$ cat src/rtl/quote_pkg.sv
// rtl/quote_pkg.sv - shared types for the quote-to-order generator
package quote_pkg;

    localparam int PKG_DATA_W = 32;
    localparam int PKG_QTY_W  = 16;
    localparam int PKG_ID_W   = 16;

    typedef enum logic [1:0] {
        ORDER_NEW    = 2'b00,
        ORDER_CANCEL = 2'b01
    } order_type_e;

    localparam logic SIDE_BID = 1'b0;
    localparam logic SIDE_ASK = 1'b1;

    typedef struct packed {
        order_type_e             msg_type;
        logic                    side;
        logic [PKG_DATA_W-1:0]   price;
        logic [PKG_QTY_W-1:0]    qty;
        logic [PKG_ID_W-1:0]     id;
    } order_msg_t;

    typedef enum logic [2:0] {
        ST_IDLE,
        ST_CANCEL_BID,
        ST_NEW_BID,
        ST_CANCEL_ASK,
        ST_NEW_ASK
    } ogen_state_e;

endpackage

$ cat src/rtl/order_id_alloc.sv
// rtl/order_id_alloc.sv - order ID counter that wraps past zero
// Ports: i_clk, i_rst_n (async active-low), i_incr (consume one ID),
//        o_cur_id (last issued ID, 0 after reset), o_next_id (ID the next NEW gets)
module order_id_alloc #(
    parameter int ID_WIDTH = 16
) (
    input  logic                i_clk,
    input  logic                i_rst_n,
    input  logic                i_incr,
    output logic [ID_WIDTH-1:0] o_cur_id,
    output logic [ID_WIDTH-1:0] o_next_id
);

    logic [ID_WIDTH-1:0] cur_id;

    // ID 0 is reserved as "no order", so the wrap lands on 1
    assign o_next_id = (cur_id == '1) ? ID_WIDTH'(1) : cur_id + ID_WIDTH'(1);
    assign o_cur_id  = cur_id;

    always_ff @(posedge i_clk or negedge i_rst_n) begin
        if (!i_rst_n) begin
            cur_id <= '0;
        end else if (i_incr) begin
            cur_id <= o_next_id;
        end
    end

endmodule

$ cat src/rtl/quote_order_gen.sv
// rtl/quote_order_gen.sv - turns bid/ask quotes into serialized CANCEL/NEW order messages
// Ports: i_clk, i_rst_n (async active-low); i_buy_price/i_ask_price/i_data_valid quote input;
//        i_kill level kill switch; o_order_* message stream with o_order_valid/i_order_ready;
//        o_busy high while a sequence runs or a quote is pending
module quote_order_gen
    import quote_pkg::*;
#(
    parameter int DATA_WIDTH     = 32,
    parameter int QTY_WIDTH      = 16,
    parameter int ID_WIDTH       = 16,
    parameter int DEFAULT_QTY    = 100,
    parameter int MIN_TICK_DELTA = 1
) (
    input  logic                  i_clk,
    input  logic                  i_rst_n,
    input  logic [DATA_WIDTH-1:0] i_buy_price,
    input  logic [DATA_WIDTH-1:0] i_ask_price,
    input  logic                  i_data_valid,
    input  logic                  i_kill,
    output logic                  o_order_valid,
    input  logic                  i_order_ready,
    output logic [1:0]            o_order_type,
    output logic                  o_order_side,
    output logic [DATA_WIDTH-1:0] o_order_price,
    output logic [QTY_WIDTH-1:0]  o_order_qty,
    output logic [ID_WIDTH-1:0]   o_order_id,
    output logic                  o_busy
);

    localparam logic [DATA_WIDTH-1:0] TICK = DATA_WIDTH'(MIN_TICK_DELTA);

    function automatic logic [DATA_WIDTH-1:0] abs_diff(input logic [DATA_WIDTH-1:0] a,
                                                       input logic [DATA_WIDTH-1:0] b);
        return (a > b) ? (a - b) : (b - a);
    endfunction

    function automatic logic [ID_WIDTH-1:0] id_inc(input logic [ID_WIDTH-1:0] x);
        return (x == '1) ? ID_WIDTH'(1) : x + ID_WIDTH'(1);
    endfunction

    ogen_state_e state, nxt_state;

    logic                  pending;
    logic [DATA_WIDTH-1:0] pend_bid, pend_ask;
    logic                  bid_live, ask_live;
    logic [DATA_WIDTH-1:0] bid_live_price, ask_live_price;
    logic [ID_WIDTH-1:0]   bid_live_id, ask_live_id;

    // Per-sequence step mask: [0] CANCEL_BID, [1] NEW_BID, [2] CANCEL_ASK, [3] NEW_ASK
    logic [3:0]            work_do, dec_do, avail;
    logic [DATA_WIDTH-1:0] work_bid, work_ask;

    logic                  capture, hs, hs_new, bid_chg, ask_chg;
    logic [ID_WIDTH-1:0]   alloc_cur, alloc_next, new_id_n;

    logic [1:0]            type_n;
    logic                  side_n;
    logic [DATA_WIDTH-1:0] price_n;
    logic [QTY_WIDTH-1:0]  qty_n;
    logic [ID_WIDTH-1:0]   id_n;

    assign capture = i_data_valid && !i_kill && (i_buy_price != '0) && (i_ask_price != '0)
                     && (i_buy_price < i_ask_price);
    assign hs      = o_order_valid && i_order_ready;
    assign hs_new  = hs && ((state == ST_NEW_BID) || (state == ST_NEW_ASK));
    assign bid_chg = !bid_live || (abs_diff(pend_bid, bid_live_price) >= TICK);
    assign ask_chg = !ask_live || (abs_diff(pend_ask, ask_live_price) >= TICK);
    assign o_busy  = (state != ST_IDLE) || pending;

    // A NEW accepted this cycle already consumes alloc_next, so the following NEW skips past it
    assign new_id_n = id_inc(hs_new ? alloc_next : alloc_cur);

    order_id_alloc #(
        .ID_WIDTH (ID_WIDTH)
    ) u_id_alloc (
        .i_clk     (i_clk),
        .i_rst_n   (i_rst_n),
        .i_incr    (hs_new),
        .o_cur_id  (alloc_cur),
        .o_next_id (alloc_next)
    );

    always_comb begin
        dec_do = 4'b0000;
        if (i_kill) begin
            dec_do = {1'b0, ask_live, 1'b0, bid_live};
        end else if (pending) begin
            dec_do = {ask_chg, ask_chg && ask_live, bid_chg, bid_chg && bid_live};
        end
    end

    always_comb begin
        avail = 4'b0000;
        case (state)
            ST_IDLE:       avail = dec_do;
            ST_CANCEL_BID: avail = work_do & 4'b1110;
            ST_NEW_BID:    avail = work_do & 4'b1100;
            ST_CANCEL_ASK: avail = work_do & 4'b1000;
            default:       avail = 4'b0000;
        endcase
    end

    always_comb begin
        nxt_state = state;
        if (state == ST_IDLE || (hs && !i_kill)) begin
            if (avail[0])      nxt_state = ST_CANCEL_BID;
            else if (avail[1]) nxt_state = ST_NEW_BID;
            else if (avail[2]) nxt_state = ST_CANCEL_ASK;
            else if (avail[3]) nxt_state = ST_NEW_ASK;
            else               nxt_state = ST_IDLE;
        end else if (hs) begin
            // Kill lands mid-sequence: finish here; IDLE then cancels whatever is live
            nxt_state = ST_IDLE;
        end
    end

    always_comb begin
        type_n  = ORDER_NEW;
        side_n  = SIDE_BID;
        price_n = '0;
        qty_n   = '0;
        id_n    = '0;
        case (nxt_state)
            ST_CANCEL_BID: begin
                type_n = ORDER_CANCEL;
                id_n   = bid_live_id;
            end
            ST_NEW_BID: begin
                price_n = (state == ST_IDLE) ? pend_bid : work_bid;
                qty_n   = QTY_WIDTH'(DEFAULT_QTY);
                id_n    = new_id_n;
            end
            ST_CANCEL_ASK: begin
                type_n = ORDER_CANCEL;
                side_n = SIDE_ASK;
                id_n   = ask_live_id;
            end
            ST_NEW_ASK: begin
                side_n  = SIDE_ASK;
                price_n = (state == ST_IDLE) ? pend_ask : work_ask;
                qty_n   = QTY_WIDTH'(DEFAULT_QTY);
                id_n    = new_id_n;
            end
            default: ;
        endcase
    end

    always_ff @(posedge i_clk or negedge i_rst_n) begin
        if (!i_rst_n) begin
            state <= ST_IDLE;
        end else begin
            state <= nxt_state;
        end
    end

    always_ff @(posedge i_clk or negedge i_rst_n) begin
        if (!i_rst_n) begin
            pending  <= 1'b0;
            pend_bid <= '0;
            pend_ask <= '0;
        end else if (capture) begin
            pending  <= 1'b1;
            pend_bid <= i_buy_price;
            pend_ask <= i_ask_price;
        end else if (i_kill || (state == ST_IDLE)) begin
            pending  <= 1'b0;
        end
    end

    always_ff @(posedge i_clk or negedge i_rst_n) begin
        if (!i_rst_n) begin
            work_do  <= '0;
            work_bid <= '0;
            work_ask <= '0;
        end else if (state == ST_IDLE) begin
            work_do  <= dec_do;
            work_bid <= pend_bid;
            work_ask <= pend_ask;
        end
    end

    always_ff @(posedge i_clk or negedge i_rst_n) begin
        if (!i_rst_n) begin
            bid_live       <= 1'b0;
            ask_live       <= 1'b0;
            bid_live_price <= '0;
            ask_live_price <= '0;
            bid_live_id    <= '0;
            ask_live_id    <= '0;
        end else if (hs) begin
            case (state)
                ST_CANCEL_BID: bid_live <= 1'b0;
                ST_NEW_BID: begin
                    bid_live       <= 1'b1;
                    bid_live_price <= o_order_price;
                    bid_live_id    <= o_order_id;
                end
                ST_CANCEL_ASK: ask_live <= 1'b0;
                ST_NEW_ASK: begin
                    ask_live       <= 1'b1;
                    ask_live_price <= o_order_price;
                    ask_live_id    <= o_order_id;
                end
                default: ;
            endcase
        end
    end

    // Fields only reload on a state entry or handshake, so a stalled message holds still
    always_ff @(posedge i_clk or negedge i_rst_n) begin
        if (!i_rst_n) begin
            o_order_valid <= 1'b0;
            o_order_type  <= '0;
            o_order_side  <= 1'b0;
            o_order_price <= '0;
            o_order_qty   <= '0;
            o_order_id    <= '0;
        end else if ((state == ST_IDLE) || hs) begin
            o_order_valid <= (nxt_state != ST_IDLE);
            o_order_type  <= type_n;
            o_order_side  <= side_n;
            o_order_price <= price_n;
            o_order_qty   <= qty_n;
            o_order_id    <= id_n;
        end
    end

endmodule

$ cat config.mk
export PLATFORM = sky130hd
export DESIGN_NAME = quote_order_gen
export DESIGN_NICKNAME = d
export VERILOG_FILES = /design/src/rtl/quote_pkg.sv /design/src/rtl/order_id_alloc.sv /design/src/rtl/quote_order_gen.sv
export SDC_FILE = /design/constraint.sdc
export NUM_CORES = 1
export LEC_CHECK = 0
export ABC_AREA = 1
export CORE_MARGIN = 2
export CORE_UTILIZATION = 25
export CTS_BUF_LIST = sky130_fd_sc_hd__clkbuf_16
export DETAILED_ROUTE_END_ITERATION = 16
export GPL_ROUTABILITY_DRIVEN = 0
export MAX_ROUTING_LAYER = met4
export PLACE_DENSITY = 0.42
export SYNTH_ARGS = -nofsm -noshare
export SYNTH_HDL_FRONTEND = slang
export SYNTH_SLANG_ARGS = --single-unit
$ cat constraint.sdc
create_clock -name i_clk -period 4.4 [get_ports i_clk]
set_clock_uncertainty 0.1 [all_clocks]
set_input_delay 0.88 -clock i_clk [delete_from_list [all_inputs] [get_ports i_clk]]
set_output_delay 0.88 -clock i_clk [all_outputs]
set_load 0.03 [all_outputs]
# == Word-level counts from Yosys, hierarchy flattened ==
# Cells that the tools add are included.
# Widths: inputs -> output; s select.
# word_totals
regBits,318
latch_bits,0
ram_bits,0
mem_bits_ro,0
out_inout_bits,69
memories,0
# classes
n_addsub,6
n_mul,0
div,0
magnitude_cmp,5
n_eq_ne,10
shifts,0
n_mux,25
bitwise_logic,0
n_reduce_logical,34
# op_table
cell,count
$mux 32,4
$sub 32x32->32,4
$ge 32x1->1 const B,2
$gt 32x32->1,2
$pmux 32 s2,1
$reduce_bool 32->1,2
$mux 16,3
$pmux 16 s3,1
$add 16x1->16 const B,2
$eq 16x16->1 const B,2
$lt 32x32->1,1
$mux 3,6
$pmux 4 s4,1
$eq 3x2->1 const B,4
$logic_and 1x1->1,9
$mux 4,2
$reduce_and 2->1,4
$logic_or 1x1->1,7
$mux 7,1
$eq 3x1->1 const B,2
$eq 3x3->1 const B,2
$reduce_bool 2->1,3
$reduce_bool 3->1,2
$reduce_or 2->1,3
4 further kinds,10

# == Depth between registers and ports, before layout ==
# Gate-level depths: netlist (run 1).
# logic_depth
word_depth,16
ltp_mapped,38
depth_no_buf,36

# == Modules after synthesis ==
# A second synthesis (run 1) with hierarchy kept.
# unflattened
hier_cells,3734
area_unflattened_um2,24029.3
# modules_own_cells
mod,instances,cells_per_inst,area_per_inst_um2
quote_order_gen,1,3573,22925.7
order_id_alloc,1,161,1103.6

# == Least setup slack after synthesis (run 1) ==
# OpenSTA, ideal clock, no wires.
# synth_path
path_kind,register to register
start,register pend_bid[0]
end,register o_order_id[13]
setup_time_ns,0.117
t_arrival_ns,3.504
setup_slack_ns,0.679
stages_incl_launch_ff,35
path_buffers,2
period_less_slack_ns,3.721
cell_sequence,dfrtp_1 > inv_1 > ha_1 > inv_1 > fa_1 > nand3_1 > nand3_1 > nand2_1 > nand2_1 > nand2_1 > nand2_1 > nand2_1 > nand2_4 > nand2_4 > buf_6 > nand2_1 > nand3_1 > nand2_1 > nor2_1 > nand2_1 > inv_2 > nand2_1 > nor2_2 > nand3_2 > a21oi_2 > nand2_1 > nand2_1 > nand2_2 > nand2_2 > nand2_4 > buf_2 > nand3_1 > nand2_1 > nand2_1 > nand2_1
# synth_between
elab_chain_len,13
# synth_lines
element,line_no,source
"start, declared",quote_order_gen.sv:44,"logic [DATA_WIDTH-1:0] pend_bid, pend_ask;"
"start signal, assigned",quote_order_gen.sv:163,pend_bid <= i_buy_price;
$sub 32x32->32 / $gt 32x32->1 (equally long branches),quote_order_gen.sv:34,return (a > b) ? (a - b) : (b - a);
$mux 32 (*),quote_order_gen.sv:34,
$ge 32x1->1 (*),quote_order_gen.sv:66,"assign bid_chg = !bid_live || (abs_diff(pend_bid, bid_live_price) >= TICK);"
$logic_or 1x1->1 (*),quote_order_gen.sv:66,
$mux 4 (*),quote_order_gen.sv:87,end else if (pending) begin
$mux 4 (*),quote_order_gen.sv:85,if (i_kill) begin
$pmux 4 s4 (*),quote_order_gen.sv:94,case (state)
$mux 3 / $pmux 4 s4 (equally long branches),"quote_order_gen.sv:107, quote_order_gen.sv:94",
$mux 3 (*),quote_order_gen.sv:106,if (avail[0]) nxt_state = ST_CANCEL_BID;
$mux 3 (*),quote_order_gen.sv:105,if (state == ST_IDLE || (hs && !i_kill)) begin
$eq 3x3->1 / $eq 3x2->1 (equally long branches),quote_order_gen.sv:123,case (nxt_state)
$reduce_or 2->1 (no line),--,
$pmux 16 s3 (*),quote_order_gen.sv:123,
"end signal, assigned",quote_order_gen.sv:224,o_order_id <= id_n;
"end, declared",quote_order_gen.sv:26,"output logic [ID_WIDTH-1:0] o_order_id,"
# Every way passes the cells marked *; elsewhere a longest branch is shown, timed or not.
# A chain may end at the register's enable or synchronous reset.

# == Final worst setup path (run 1) ==
# layout_path
start,register pend_bid[9]
end,register o_order_price[2]
# layout_between
elab_chain_len,12
# layout_lines
element,line_no,source
$sub 32x32->32 / $gt 32x32->1 (equally long branches),quote_order_gen.sv:34,
$mux 32 (*),quote_order_gen.sv:34,
$ge 32x1->1 (*),quote_order_gen.sv:66,
$logic_or 1x1->1 (*),quote_order_gen.sv:66,
$mux 4 (*),quote_order_gen.sv:87,
$mux 4 (*),quote_order_gen.sv:85,
$pmux 4 s4 (*),quote_order_gen.sv:94,
$mux 3 / $pmux 4 s4 (equally long branches),"quote_order_gen.sv:107, quote_order_gen.sv:94",
$mux 3 (*),quote_order_gen.sv:106,
$mux 3 (*),quote_order_gen.sv:105,
via nxt_state[2],quote_order_gen.sv:41,"ogen_state_e state, nxt_state;"
$eq 3x3->1 / $eq 3x2->1 (equally long branches),quote_order_gen.sv:123,
$pmux 32 s2 (*),quote_order_gen.sv:123,
"end signal, assigned",quote_order_gen.sv:222,o_order_price <= price_n;
"end, declared",quote_order_gen.sv:24,"output logic [DATA_WIDTH-1:0] o_order_price,"
# The timed path passes the listed nets; every way through them passes the cells marked *.

==> results.json, run 1 <==
{
  "power_frac_seq_pct": 27.1,
  "avgSynthCellArea_um2": 6.306,
  "wirelength_mm": 91.81,
  "synth_area_leader_cell": "dfrtp_1",
  "crit_buf_inv": 11,
  "core_area_mm2": 0.09347,
  "relSlewSlack_pct": 42.28,
  "crit_top_cell": "nand2_1",
  "critPathLaunchType": "register",
  "clock.fmax_mhz": 228.8,
  "dr.pass1.iters": 8,
  "antenna_found_initial": 19,
  "areaGrowthSynthToFinish_pct": 34.97,
  "path_delay_family": "simple AND/OR/NAND/NOR gates",
  "rsz0062_at_grt": "yes",
  "period_share_pct": 99.32,
  "dr.first_iter.drc_count": 1530,
  "cts.path.max_buffers": 3,
  "final_hold_viol_count": 0,
  "synthMuxAreaShare_pct": 0.04767,
  "peakVddDrop_uv": 221.1,
  "finalMaxSlewViolations": 0,
  "final_area_mm2": 0.03189,
  "syn_area_mm2": 0.02362,
  "synth_xor_xnor_area_share_pct": 1.594,
  "fin_setup_tns_ns": 0,
  "p_leak_nw": 17.16,
  "yosysWarnings": 0,
  "period_needed_ns": 4.370,
  "grt_max_degree": 120,
  "start_util_pct": 25.27,
  "drv_cap": 0,
  "p_total_w": 0.01100,
  "grt_pass1_vias": 23220,
  "syn_inst": 3746,
  "portBuffers": 123,
  "clkPwrFrac_pct": 27.2,
  "clkLatencyLatePin_ns": 0.58,
  "post_drt_via_cell_ratio": 4.344,
  "track_usage_pct": 18.87,
  "drive_above_1_share_pct": 18.39,
  "synth_edf_count": 0,
  "ys_seq_area_share_pct": 31.88,
  "final_nets": 4471,
  "synthTopCellsByArea": "dfrtp_1, nand2_1, inv_1",
  "p_switching_w": 0.004352,
  "hp-class": "input port to asynchronous set/reset pin",
  "critPathArrivalTime_ns": 4.77,
  "internal-power_w": 0.006643,
  "tightest_slew_ns": 0.8657,
  "cp.required_ns": 4.80,
  "grt_pass1_wl_mm": 138.1,
  "postCtsHoldBufs": 0,
  "synth_top_family_by_area": "simple AND/OR/NAND/NOR gates",
  "post_dp_cell_area_mm2": 0.02895,
  "synthFlopType": "dfrtp_1",
  "outcome": "finished, final reports clean",
  "die-width_um": 311.4,
  "post-dp-hpwl_mm": 73.78,
  "cts_inserted_buffers": 37,
  "crit_fanout": 7,
  "clk_pin_slew_ns": 0.06,
  "setup_viol": 0,
  "pwr_density_cell_mw_per_mm2": 344.8,
  "yosys.area_share.adder_pct": 8.760,
  "overflow": 0,
  "clock-sinks": 301,
  "synth-seq-cells": 301,
  "synth-simple-area-share_pct": 34.71,
  "antenna_left": 0,
  "critical_path.endpoint_type": "register",
  "dp_slack_ns": -0.2705,
  "fillers": 10280,
  "die-area_mm2": 0.09697,
  "swShare_pct": 39.58,
  "die_y_um": 311.4,
  "placedCellCount": 5409,
  "final_cells": 5536,
  "slowest_stage": "dfrtp_1",
  "cts_root_buffer": "clkbuf_16",
  "ys_types": 52,
  "drc": 0,
  "drt-wirelength-per-cell_um": 16.58,
  "ios": 138,
  "setup_slack_ns": 0.02988,
  "async_flop_share_pct": 100.0,
  "dr_total_vias": 24050,
  "critPathKind": "register to register",
  "combPwrFrac_pct": 45.7,
  "synth_compound_area_share_pct": 9.544,
  "cpPeakStageDelay_ns": 0.39,
  "cts_tree": "built",
  "yosysTopAreaCellShare_pct": 31.88,
  "rows": 112,
  "h-tree-depth": 2
}
-- per-stage QoR --
step | util (%) | hold slack [ns]
3_5_place_dp | 30.98 | 0.3577
4_1_cts | 32.33 | 0.1804
5_1_grt | 34.11 | 0.1891
3_3_place_gp | 30.98 | 0.3551
2_1_floorplan | - | 0.3384
6_report | 34.11 | 0.1534
-- cell families (layout without fill, tap and decap cells) --
| family | Yosys count | after routing |
|---|---|---|
| other cells | 1 | 33 |
| fa+ha+maj | 163 | 163 |
| xor+xnor | 43 | 43 |
| mux | 1 | 1 |
| flops | 301 | 301 |
| compound gates | 432 | 432 |
| simple gates | 2008 | 2009 |
| buf+inv | 797 | 1300 |
-- registers in the layout, summed over array words and instances (netlist names), 3 cells and up --
signal / count
ask_live_id: 16
ask_live_price: 32
bid_live_id: 16
bid_live_price: 32
o_order_id: 16
o_order_price: 32
pend_ask: 32
pend_bid: 32
state: 3
u_id_alloc.o_cur_id: 16
work_ask: 32
work_bid: 32
work_do: 3
-- layout by cell type (no fill, tap or decap), types with 38 or more instances in the layout --
master,n
nand2_1,1381
nor2_2,38
nand4_1,42
inv_1,661
dfrtp_1,300
xor2_1,40
nor2_1,169
nand2_2,87
a21oi_1,97
clkdlybuf4s50_1,122
ha_1,126
nand3_1,172
clkbuf_16,42
o21ai_0,238
buf_4,385
-- worst register-to-register path, delay by kind of cell (launching register included) --
kind	cells	cell delay [ns]
XOR/XNOR	1	0.13
buffers and inverters	11	1.35
AND/OR/NAND/NOR	15	1.75
adder cells (fa/ha/maj)	1	0.22
AO/OA/AOI/OAI	3	0.37
flip-flops	1	0.39
-- timing repair --
item	in CTS	in global routing
pin swaps	3	66
setup endpoints to repair	47	51
gates resized for setup	9	294
setup buffers	5	32
cloned	1	8
-- cell usage after synthesis (5+ instances only) --
cell type / number
clkbuf_1: 55
inv_2: 15
inv_1: 664
buf_2: 20
buf_4: 28
a21oi_1: 126
o21bai_1: 14
nand3_1: 201
o21ai_1: 32
nand3b_1: 10
nor2_4: 5
nand4_1: 42
ha_1: 159
buf_6: 6
nor2_1: 214
nand2_4: 7
dfrtp_1: 301
o21ai_0: 239
nor3_1: 20
nor4_1: 12
clkbuf_2: 5
nand2_1: 1467
xor2_1: 40
nand2_2: 10
-- final timing paths --
kind | startpoint | to | slack [ns] | depth (start not counted)
max | pend_bid[9]$_DFFE_PN0P_ | o_order_price[2]$_DFFE_PN0P_ | 0.03 | 31
min | i_rst_n | o_order_id[10]$_DFFE_PN0P_ | 0.15 | 1
max reg2reg | pend_bid[9]$_DFFE_PN0P_ | o_order_price[2]$_DFFE_PN0P_ | 0.03 | 31
min reg2reg | work_ask[31]$_DFF_PN0_ | work_ask[31]$_DFF_PN0_ | 0.38 | 2
max in group asynchronous | i_rst_n | pend_bid[1]$_DFFE_PN0P_ | 3.06 | 2
min in group i_clk | work_ask[31]$_DFF_PN0_ | work_ask[31]$_DFF_PN0_ | 0.38 | 2
-- per-layer routing --
| layer | global-route usage (%) | vias to the layer above | part of all wire (%) |
|---|---|---|---|
| li1 | - | 12470 | - |
| met1 | 25.19 | 11020 | 48 |
| met2 | 29.14 | 467 | 44 |
| met3 | 4.219 | 83 | 6.4 |
| met4 | 3.942 | 0 | 1.8 |
| met5 | - | - | 0 |
-- power groups by stage --
stage / Clock [W] / Combinational, W / Sequential (W)
after global routing: 0.00320 / 0.00563 / 0.00300
final: 0.00299 / 0.00503 / 0.00298
after detailed placement: 0 / 0.00456 / 0.00303
after global placement: 0 / 0.00458 / 0.00303
after floorplan: 0 / 0.00257 / 0.00303
after CTS: 0.00308 / 0.00460 / 0.00298
-- final cells by class --
cell class | count | area [um2] | area share [%]
inverters | 682 | 2575 | 8.076
clock inverters | 26 | 215.2 | 0.6749
diodes | 19 | 47.55 | 0.1491
repair buffers | 555 | 4903 | 15.38
multi-input cells | 2662 | 14120 | 44.27
flip-flops and latches | 301 | 7533 | 23.63
clock buffers | 37 | 925.9 | 2.904
well taps | 1254 | 1569 | 4.921
Note: power is estimated with default switching activity, not from simulation.
==> run 2: changes to the inputs <==
Settings changed: TNS_END_PERCENT set to 100.
==> results of run 2 <==
Final layout, timing and power as in run 1 (identical DEF).
==> run 3: changes to the inputs <==
Settings changed: MAX_ROUTING_LAYER met4 to not set.
==> run 3 against run 2 <==
Compared with the run above:
- clock-buffer cell count stayed put
- largest power group unchanged
- combinational power barely moved
- die area unchanged
- cell count shrank 0.23%
- first-iteration DRC count increased by 4.6%
- via count shrank 0.24%
- non-clock buffer count grew 1
==> results.json, run 3 (synthesis results as in run 1) <==
{
  "outcome": "finished, final reports clean",
  "pwr_density_cell_mw_per_mm2": 345.3,
  "drt-wirelength-per-cell_um": 16.61,
  "antenna_found_initial": 19,
  "hp-class": "input port to asynchronous set/reset pin",
  "final_cell_mix": "nand2_1, inv_1, buf_4",
  "h-tree-depth": 2,
  "final_hold_viol_count": 0,
  "wirelength_mm": 91.71,
  "grt_pass1_vias": 23200,
  "overflow": 0,
  "p_leak_nw": 17.16,
  "critPathLaunchType": "register",
  "clock.fmax_mhz": 228.5,
  "cts_inserted_buffers": 37,
  "crit_top_cell": "nand2_1",
  "critPathKind": "register to register",
  "die-width_um": 311.4,
  "drive_above_1_share_pct": 18.36,
  "dr.first_iter.drc_count": 1601,
  "antenna_left": 0,
  "finalMaxSlewViolations": 0,
  "cpPeakStageDelay_ns": 0.39,
  "core_area_mm2": 0.09347,
  "period_share_pct": 99.48,
  "postCtsHoldBufs": 0,
  "final_nets": 4472,
  "dr_total_vias": 23990,
  "rows": 112,
  "crit_buf_inv": 11,
  "drv_cap": 0,
  "die-area_mm2": 0.09697,
  "dp_slack_ns": -0.2705,
  "period_needed_ns": 4.377,
  "critPathArrivalTime_ns": 4.77,
  "dr.pass1.iters": 6,
  "fillers": 10280,
  "r2r-start": "pend_bid[9]$_DFFE_PN0P_",
  "cts_root_buffer": "clkbuf_16",
  "r2r_slack_ns": 0.02,
  "ios": 138,
  "final_common_cell": "nand2_1",
  "grt_util_met3_pct": 4.206,
  "path_delay_family": "simple AND/OR/NAND/NOR gates",
  "post-dp-hpwl_mm": 73.78,
  "r2r_end": "o_order_price[17]$_DFFE_PN0P_",
  "crit_fanout": 7,
  "grt_pass1_wl_mm": 138.1,
  "cts_tree": "built",
  "use_met2_pct": 29.09,
  "cp.required_ns": 4.79,
  "setup_slack_ns": 0.02278,
  "p_total_w": 0.01100,
  "post_drt_via_cell_ratio": 4.343,
  "reg2reg_depth": 31,
  "setup_viol": 0,
  "clk_pin_slew_ns": 0.06,
  "rsz0062_at_grt": "yes",
  "track_usage_pct": 18.31,
  "peakVddDrop_uv": 220.8,
  "grt_max_degree": 120,
  "clkLatencyLatePin_ns": 0.58,
  "cts.path.max_buffers": 3,
  "tightest_slew_ns": 0.8880,
  "clock-sinks": 301,
  "busiest_layer": "met2",
  "use_met1_pct": 25.21,
  "drc": 0,
  "final-seq-area_mm2": 0.007533,
  "start_util_pct": 25.27,
  "critical_path.endpoint_type": "register",
  "portBuffers": 123,
  "multiInputGateArea_mm2": 0.01411,
  "areaGrowthSynthToFinish_pct": 34.83,
  "die_y_um": 311.4,
  "relSlewSlack_pct": 40.80,
  "slowest_stage": "dfrtp_1"
}
[run 3: per-layer routing]
metal | vias up | wire length, um
met5 | - | 177
met4 | 28 | 1717
met3 | 106 | 5967
met2 | 485 | 40320
met1 | 10920 | 43530
li1 | 12460 | -
[run 3: worst max path at each step]
stage                                             start                       endpoint  slack [ns]  depth (start not counted)
final                           pend_bid[9]$_DFFE_PN0P_  o_order_price[17]$_DFFE_PN0P_        0.02                         31
after global routing      bid_live_price[0]$_DFFE_PN0P_   o_order_price[0]$_DFFE_PN0P_       -0.22                         35
after CTS                 bid_live_price[7]$_DFFE_PN0P_   o_order_price[5]$_DFFE_PN0P_       0.004                         29
after detailed placement        pend_ask[0]$_DFFE_PN0P_     o_order_id[10]$_DFFE_PN0P_       -0.27                         30
after global placement          pend_ask[0]$_DFFE_PN0P_     o_order_id[13]$_DFFE_PN0P_       -0.28                         30
after floorplan                 pend_bid[0]$_DFFE_PN0P_     o_order_id[13]$_DFFE_PN0P_        0.68                         34
[run 3: cell type report]
class	instances	area share, %
antenna	5	0.03928
inverter	682	8.084
tap	1254	4.926
multi-input combinational	2662	44.30
sequential	301	23.65
clock inverter	26	0.6756
clock buffer	37	2.907
timing repair buffer	556	15.42
[run 3: worst reg2reg max path, delay by kind of cell (launching register included)]
kind / cells / cell delay [ns]
and+or+nand+nor: 15 / 1.68
buffers and inverters: 11 / 1.39
DFF: 1 / 0.39
AOI/OAI and AO/OA: 3 / 0.39
adders and majority gates: 1 / 0.22
xor gates and xnor gates: 1 / 0.13
[run 3: what timing repair did]
action / in CTS / in global routing
resized for setup: 9 / 292
endpoints found under the setup margin: 47 / 51
cloned: 1 / 8
setup buffers: 5 / 33
pin swaps: 3 / 66
[run 3: where the power goes]
| part | switching (W) | total [W] | internal (W) |
|---|---|---|---|
| Combinational | 0.00299 | 0.00503 | 0.00204 |
| Clock | 0.00128 | 0.00299 | 0.00171 |
| Sequential | 0.0000857 | 0.00298 | 0.00290 |
[run 3: stage by stage]
| step | std cells | setup TNS [ns] | hold WS (ns) | instance area (um2) | util (%) |
|---|---|---|---|---|---|
| 2_1_floorplan | 3759 | 0 | 0.3384 | 23670 | - |
| 3_3_place_gp | 5409 | -7.991 | 0.3551 | 28950 | 30.98 |
| 3_5_place_dp | 5409 | -7.128 | 0.3577 | 28950 | 30.98 |
| 4_1_cts | 5478 | 0 | 0.1804 | 30220 | 32.33 |
| 5_1_grt | 5521 | -7.844 | 0.1963 | 31850 | 34.07 |
| 6_report | 5523 | 0 | 0.1560 | 31850 | 34.08 |
